`src/rtl/branch_pkg.sv`:
```
// Shared definitions for the branch resolve unit.
//
// Contents:
//   - Entry record layout.
//     Each in-flight prediction is packed MSB..LSB as {taken, pc[PC_W], target[PC_W]}.
//     entry_w() returns the packed width for a given PC width.
//   - PC_INC: distance to the fall-through instruction.
//   - clog2(): ceiling log2, used to size pointers and the occupancy port.
package branch_pkg;

    localparam int unsigned PC_INC = 4;

    function automatic int clog2(input int value);
        int r;
        r = 0;
        for (int i = 0; i < 31; i++) begin
            if ((1 << i) < value) r = i + 1;
        end
        return r;
    endfunction

    function automatic int entry_w(input int pc_w);
        return 2 * pc_w + 1;
    endfunction

endpackage

```
`src/rtl/pred_queue.sv`:
```
// Parameterised circular FIFO that holds in-flight branch predictions.
//
// Ports:
//   clk, rst_n       clock, asynchronous active-low reset
//   push_i, din_i    write din_i at the tail (caller guarantees not full)
//   pop_i            drop the head entry (caller guarantees not empty)
//   clear_i          discard all entries; wins over push_i and pop_i
//   head_o           oldest entry, valid whenever count_o != 0
//   count_o          number of stored entries, 0..DEPTH
//
// DEPTH must be a power of two so the pointers wrap by plain overflow.
module pred_queue
    import branch_pkg::*;
#(
    parameter int DEPTH = 4,
    parameter int W     = 129,
    localparam int AW   = clog2(DEPTH),
    localparam int CW   = AW + 1
) (
    input  logic          clk,
    input  logic          rst_n,
    input  logic          push_i,
    input  logic          pop_i,
    input  logic          clear_i,
    input  logic [W-1:0]  din_i,
    output logic [W-1:0]  head_o,
    output logic [CW-1:0] count_o
);

    logic [W-1:0]  mem_q [DEPTH];
    logic [AW-1:0] wr_ptr_q, wr_ptr_d;
    logic [AW-1:0] rd_ptr_q, rd_ptr_d;
    logic [CW-1:0] count_q, count_d;
    logic          do_push;
    logic          do_pop;

    assign do_push = push_i && !clear_i;
    assign do_pop  = pop_i && !clear_i;

    always_comb begin
        wr_ptr_d = wr_ptr_q;
        rd_ptr_d = rd_ptr_q;
        count_d  = count_q;
        if (clear_i) begin
            wr_ptr_d = '0;
            rd_ptr_d = '0;
            count_d  = '0;
        end else begin
            if (do_push) wr_ptr_d = wr_ptr_q + AW'(1);
            if (do_pop)  rd_ptr_d = rd_ptr_q + AW'(1);
            case ({do_push, do_pop})
                2'b10:   count_d = count_q + CW'(1);
                2'b01:   count_d = count_q - CW'(1);
                default: count_d = count_q;
            endcase
        end
    end

    always_ff @(posedge clk or negedge rst_n) begin
        if (!rst_n) begin
            wr_ptr_q <= '0;
            rd_ptr_q <= '0;
            count_q  <= '0;
        end else begin
            wr_ptr_q <= wr_ptr_d;
            rd_ptr_q <= rd_ptr_d;
            count_q  <= count_d;
        end
    end

    // Payload storage needs no reset; count_o gates its validity.
    always_ff @(posedge clk) begin
        if (do_push) mem_q[wr_ptr_q] <= din_i;
    end

    assign head_o  = mem_q[rd_ptr_q];
    assign count_o = count_q;

endmodule

```
`src/rtl/branch_resolve_unit.sv`:
```
// Branch resolve unit: tracks conditional branch predictions from IF until
// EX resolves them, then checks the prediction, trains the predictor and
// redirects fetch on a mispredict.
//
// Ports:
//   clk, reset                         clock, asynchronous active-low reset
//   pred_valid/taken/pc/target         prediction enqueue from IF
//   pred_ready                         queue not full (IF stalls while low)
//   res_valid/taken/target             resolution of the oldest branch from EX
//   flush, redirect_pc                 one-cycle mispredict pulse + correct PC
//   upd_valid, upd_pc, upd_taken       one-cycle predictor training write
//   br_count, mispred_count            saturating statistics
//   err_underflow                      sticky: resolve seen with empty queue
//   occupancy                          entries in flight
//
// Handshake: an enqueue happens on a cycle where pred_valid && pred_ready.
// pred_ready depends only on registered state. pred_valid while pred_ready is
// low is dropped. A resolve happens on a cycle where res_valid is high and the
// queue is non-empty. Results appear one cycle later.
module branch_resolve_unit
    import branch_pkg::*;
#(
    parameter int DEPTH   = 4,
    parameter int PC_W    = 64,
    parameter int CNT_W   = 32,
    localparam int OCC_W  = clog2(DEPTH) + 1
) (
    input  logic             clk,
    input  logic             reset,
    input  logic             pred_valid,
    input  logic             pred_taken,
    input  logic [PC_W-1:0]  pred_pc,
    input  logic [PC_W-1:0]  pred_target,
    output logic             pred_ready,
    input  logic             res_valid,
    input  logic             res_taken,
    input  logic [PC_W-1:0]  res_target,
    output logic             flush,
    output logic [PC_W-1:0]  redirect_pc,
    output logic             upd_valid,
    output logic [PC_W-1:0]  upd_pc,
    output logic             upd_taken,
    output logic [CNT_W-1:0] br_count,
    output logic [CNT_W-1:0] mispred_count,
    output logic             err_underflow,
    output logic [OCC_W-1:0] occupancy
);

    localparam int              EW       = entry_w(PC_W);
    localparam logic [OCC_W-1:0] FULL_CNT = OCC_W'(DEPTH);

    logic [EW-1:0]    head;
    logic [EW-1:0]    push_entry;
    logic [OCC_W-1:0] count;
    logic             head_taken;
    logic [PC_W-1:0]  head_pc;
    logic [PC_W-1:0]  head_target;

    logic resolve;
    logic mispredict;
    logic q_push;
    logic q_pop;
    logic q_clear;

    logic             flush_q, flush_d;
    logic [PC_W-1:0]  redirect_q, redirect_d;
    logic             upd_valid_q, upd_valid_d;
    logic [PC_W-1:0]  upd_pc_q, upd_pc_d;
    logic             upd_taken_q, upd_taken_d;
    logic [CNT_W-1:0] br_cnt_q, br_cnt_d;
    logic [CNT_W-1:0] mis_cnt_q, mis_cnt_d;
    logic             err_q, err_d;

    assign push_entry = {pred_taken, pred_pc, pred_target};
    assign {head_taken, head_pc, head_target} = head;

    assign pred_ready = (count != FULL_CNT);
    assign resolve    = res_valid && (count != '0);
    // A taken branch must also have gone to the right place.
    assign mispredict = (head_taken != res_taken) ||
                        (res_taken && (head_target != res_target));

    // A mispredict squashes every younger entry, including one arriving now.
    assign q_clear = resolve && mispredict;
    assign q_pop   = resolve && !mispredict;
    assign q_push  = pred_valid && pred_ready && !q_clear;

    pred_queue #(
        .DEPTH (DEPTH),
        .W     (EW)
    ) u_pred_queue (
        .clk     (clk),
        .rst_n   (reset),
        .push_i  (q_push),
        .pop_i   (q_pop),
        .clear_i (q_clear),
        .din_i   (push_entry),
        .head_o  (head),
        .count_o (count)
    );

    always_comb begin
        flush_d     = 1'b0;
        upd_valid_d = 1'b0;
        redirect_d  = redirect_q;
        upd_pc_d    = upd_pc_q;
        upd_taken_d = upd_taken_q;
        br_cnt_d    = br_cnt_q;
        mis_cnt_d   = mis_cnt_q;
        err_d       = err_q;
        if (resolve) begin
            upd_valid_d = 1'b1;
            upd_pc_d    = head_pc;
            upd_taken_d = res_taken;
            if (br_cnt_q != '1) br_cnt_d = br_cnt_q + CNT_W'(1);
            if (mispredict) begin
                flush_d    = 1'b1;
                redirect_d = res_taken ? res_target : head_pc + PC_W'(PC_INC);
                if (mis_cnt_q != '1) mis_cnt_d = mis_cnt_q + CNT_W'(1);
            end
        end else if (res_valid) begin
            err_d = 1'b1;
        end
    end

    always_ff @(posedge clk or negedge reset) begin
        if (!reset) begin
            flush_q     <= 1'b0;
            redirect_q  <= '0;
            upd_valid_q <= 1'b0;
            upd_pc_q    <= '0;
            upd_taken_q <= 1'b0;
            br_cnt_q    <= '0;
            mis_cnt_q   <= '0;
            err_q       <= 1'b0;
        end else begin
            flush_q     <= flush_d;
            redirect_q  <= redirect_d;
            upd_valid_q <= upd_valid_d;
            upd_pc_q    <= upd_pc_d;
            upd_taken_q <= upd_taken_d;
            br_cnt_q    <= br_cnt_d;
            mis_cnt_q   <= mis_cnt_d;
            err_q       <= err_d;
        end
    end

    assign flush         = flush_q;
    assign redirect_pc   = redirect_q;
    assign upd_valid     = upd_valid_q;
    assign upd_pc        = upd_pc_q;
    assign upd_taken     = upd_taken_q;
    assign br_count      = br_cnt_q;
    assign mispred_count = mis_cnt_q;
    assign err_underflow = err_q;
    assign occupancy     = count;

endmodule

```
`config.mk`:
```
export PLATFORM = sky130hd
export DESIGN_NAME = branch_resolve_unit
export DESIGN_NICKNAME = d
export VERILOG_FILES = /design/src/rtl/branch_pkg.sv /design/src/rtl/pred_queue.sv /design/src/rtl/branch_resolve_unit.sv
export SDC_FILE = /design/constraint.sdc
export NUM_CORES = 1
export LEC_CHECK = 0
export CORE_MARGIN = 2
export CORE_UTILIZATION = 55
export DETAILED_ROUTE_END_ITERATION = 10
export GPL_ROUTABILITY_DRIVEN = 0
export HOLD_SLACK_MARGIN = 0.05
export PLACE_DENSITY = 0.91
export SYNTH_ARGS = -nofsm -noshare
export SYNTH_HDL_FRONTEND = slang
export SYNTH_SLANG_ARGS = --single-unit
```
`constraint.sdc`:
```
create_clock -name clk -period 23.8 [get_ports clk]
set_input_delay 7.14 -clock clk [delete_from_list [all_inputs] [get_ports clk]]
set_output_delay 7.14 -clock clk [all_outputs]
set_load 0.02 [all_outputs]
```
==> impl_metrics.json <==
{
  "outcome": "complete, no violations",
  "fill_cells": 3243,
  "synth-compound-area-share": 0.0241,
  "synth_top_family_by_area": "multiplexers",
  "syn_inst": 1922,
  "placed_cells": 2952,
  "netlist_area_sq_um": 30300,
  "final.period_utilization": 0.498,
  "synthArstFlopShare": 0.282,
  "ys_seq_area_frac": 0.680,
  "maxCapViolCount": 0,
  "die_h_um": 239,
  "final_util": 0.689,
  "cts-resized-gates": 0,
  "die-area_sq_um": 56900,
  "grt_max_degree": 93,
  "drt-initial-drc-count": 2501,
  "rows": 85,
  "yosysTopAreaCell": "edfxtp_1",
  "drive_gt1_frac": 0.145,
  "final_common_cell": "edfxtp_1",
  "vias": 19893,
  "hold_class": "reg2reg",
  "netSwitchingFraction": 0.341,
  "critPathLaunchType": "primary input",
  "clkPwrFrac": 0.260,
  "clk_pin_slew_ps": 60,
  "numClockSinks": 719,
  "design_area_sq_um": 37300,
  "multiInputGateArea_sq_um": 9120,
  "combPwrFrac": 0.341,
  "worstMarginPinSlew_ps": 1210,
  "first_pass_iters": 6,
  "overflow": 0,
  "slew_headroom": 0.189,
  "power.switching_mw": 1.54,
  "crit_arrival_ps": 12090,
  "synth_nets": 2128,
  "grt_first_pass_wirelength_mm": 129,
  "drcViolationCount": 0,
  "vias_per_cell": 6.42,
  "tns_ps": 0,
  "finalClockSkew_ps": 40.8,
  "max_freq_mhz": 84.4,
  "slew_violations": 0,
  "antenna_found_initial": 18,
  "finalWorstPathRequiredPeriod_ps": 11840,
  "final_cells": 3101,
  "rsz0062_at_grt": "false",
  "root_buffer": "clkbuf_16",
  "grt_util_all_layers": 0.314,
  "grt_pass1_vias": 19799,
  "ys_warn_count": 0,
  "wire_per_inst_um": 28.9,
  "synth.distinct_cells": 63,
  "p_seq_frac": 0.399,
  "htreeDepth": 3,
  "muxShareOfSynthArea": 0.138,
  "io_buffer_count": 397,
  "yosys-top-cells-area": "edfxtp_1, dfrtp_1, mux4_2",
  "postCtsSetupBuffers": 0,
  "dpl_cell_area_sq_um": 34800,
  "worstPathMaxFanout": 56,
  "numCtsBuffers": 73,
  "crit_path_end_kind": "flip-flop",
  "synth_xor_area_frac": 0.0498,
  "cellPowerDensity_nw_per_um2": 121,
  "cts_hold_buf": 0,
  "pin_count": 398,
  "synth_enable_flop_cells": 516,
  "postRouteAntennaNets": 0,
  "ir_worst_vdd_uv": 78.6,
  "synth_fa_ha_area_frac": 0.00356,
  "die_x_um": 239,
  "ys.flop_type": "edfxtp_1",
  "nNetsFinal": 2537,
  "totalWireLength_mm": 89.5,
  "crit_required_ps": 24050,
  "ys_ff_latch": 719,
  "clock_latency_ps": 630,
  "netlist.area_leader.share": 0.512,
  "finalSetupViolCount": 0,
  "most-common-layout-cells": "edfxtp_1, clkdlybuf4s50_1, nand2_1",
  "cts_tree": "done",
  "start_util": 0.559,
  "synth.avg_cell_area_sq_um": 15.7,
  "hold_violations": 0,
  "synth-simple-area-share": 0.0849,
  "core_region_area_sq_um": 54100,
  "p_int_mw": 2.97,
  "seq_area_sq_um": 20600,
  "clockBufferDepth": 3,
  "p_leak_nw": 13.4,
  "critPathKind": "in2reg",
  "dp_hpwl_mm": 59.3,
  "area_growth_pct": 23.4
}
-- layer usage --
metal	vias up	GRT usage	wire (um)
met5	-	0	56
met4	8	0.173	5700
met3	340	0.0865	10900
met2	1545	0.490	41900
met1	9908	0.402	31000
li1	8092	-	-
-- cell usage after synthesis, types with 3 or more instances --
cell type  number
a22oi_1         4
nand2_1       273
or4_1           3
inv_1          27
xnor2_1        93
nand3_1        45
buf_1           9
o211ai_1        4
buf_4           9
and2_1          8
a21oi_1         8
nor2_1         33
mux2i_1        52
and4_1         14
or3_1           5
mux2_4         63
xor2_1         79
buf_2          23
nand4_1        40
clkbuf_1       34
o2111ai_1       4
and3_1         21
nor2b_1         6
o22ai_1         6
ha_1            7
buf_8           3
o21ai_0        65
nor3_1         54
or2_2           3
edfxtp_1      516
nor4_1         23
nand2b_1        6
buf_6           9
dfrtp_1       203
nor3b_1         5
mux2_2         25
o221ai_1        3
mux4_2        107
-- critical path, stage by stage --
cell,delay [ps]
clkdlybuf4s50_1,560
xor2_1,260
nor4_1,800
o2111ai_1,250
or4_1,600
o31ai_4,210
buf_4,440
nor2_4,240
nor3b_2,280
buf_4,450
buf_4,750
-- path summary, 6_finish.rpt --
path / start / cells after the start / end / slack, ps
max: res_target[19] / 11 / u_pred_queue.mem_q[0][29]$_DFFE_PP_ / 11960
min: err_underflow$_DFFE_PN0P_ / 1 / err_underflow$_DFFE_PN0P_ / 460
max reg2reg: u_pred_queue.rd_ptr_q[0]$_DFFE_PN0P_ / 13 / u_pred_queue.mem_q[0][29]$_DFFE_PP_ / 16360
min reg2reg: err_underflow$_DFFE_PN0P_ / 1 / err_underflow$_DFFE_PN0P_ / 460
max in group asynchronous: reset / 2 / u_pred_queue.rd_ptr_q[1]$_DFFE_PN0P_ / 15800
min in group asynchronous: reset / 1 / br_count[19]$_DFFE_PN0P_ / 6490
-- kinds of logic after synthesis --
group / Yosys count
flip-flops: 719
AND/OR/NAND/NOR: 544
multiplexers: 248
XOR/XNOR: 172
AO/OA/AOI/OAI: 116
buffers and inverters: 115
adder cells (fa/ha/maj): 8
-- power groups by stage --
| stage | logic [mW] | clock network, mW | registers, mW |
|---|---|---|---|
| 3_3_place_gp | 1.47 | 0 | 1.79 |
| 6_report | 1.54 | 1.17 | 1.80 |
| 2_1_floorplan | 0.774 | 0 | 1.94 |
| 3_5_place_dp | 1.50 | 0 | 1.81 |
| 5_1_grt | 1.61 | 1.23 | 1.81 |
| 4_1_cts | 1.53 | 1.18 | 1.79 |
-- flip-flops by register name, indices dropped and copies added (netlist names) --
register,cells
br_count,32
flush,1
upd_valid,1
mispred_count,32
u_pred_queue.count_o,3
err_underflow,1
redirect_pc,64
upd_pc,64
u_pred_queue.mem_q,516
u_pred_queue.rd_ptr_q,2
u_pred_queue.wr_ptr_q,2
upd_taken,1
-- stage by stage --
stage          hold WS, ps  setup slack (ps)  total power [mW]
2_1_floorplan          541              4790              2.71
5_1_grt                501             11870              4.65
6_report               462             11960              4.50
3_3_place_gp           452             11640              3.26
4_1_cts                472             12120              4.49
3_5_place_dp           461             11560              3.31
-- cell type report --
cell class | count | share of cell area
antenna | 14 | 0.000939
clock buffer | 97 | 0.0541
clock inverter | 38 | 0.0114
inverter | 28 | 0.00282
multi-input combinational | 1088 | 0.244
sequential | 719 | 0.551
tap | 696 | 0.0233
timing repair buffer | 421 | 0.112
Power figures use the tool's default switching activity.
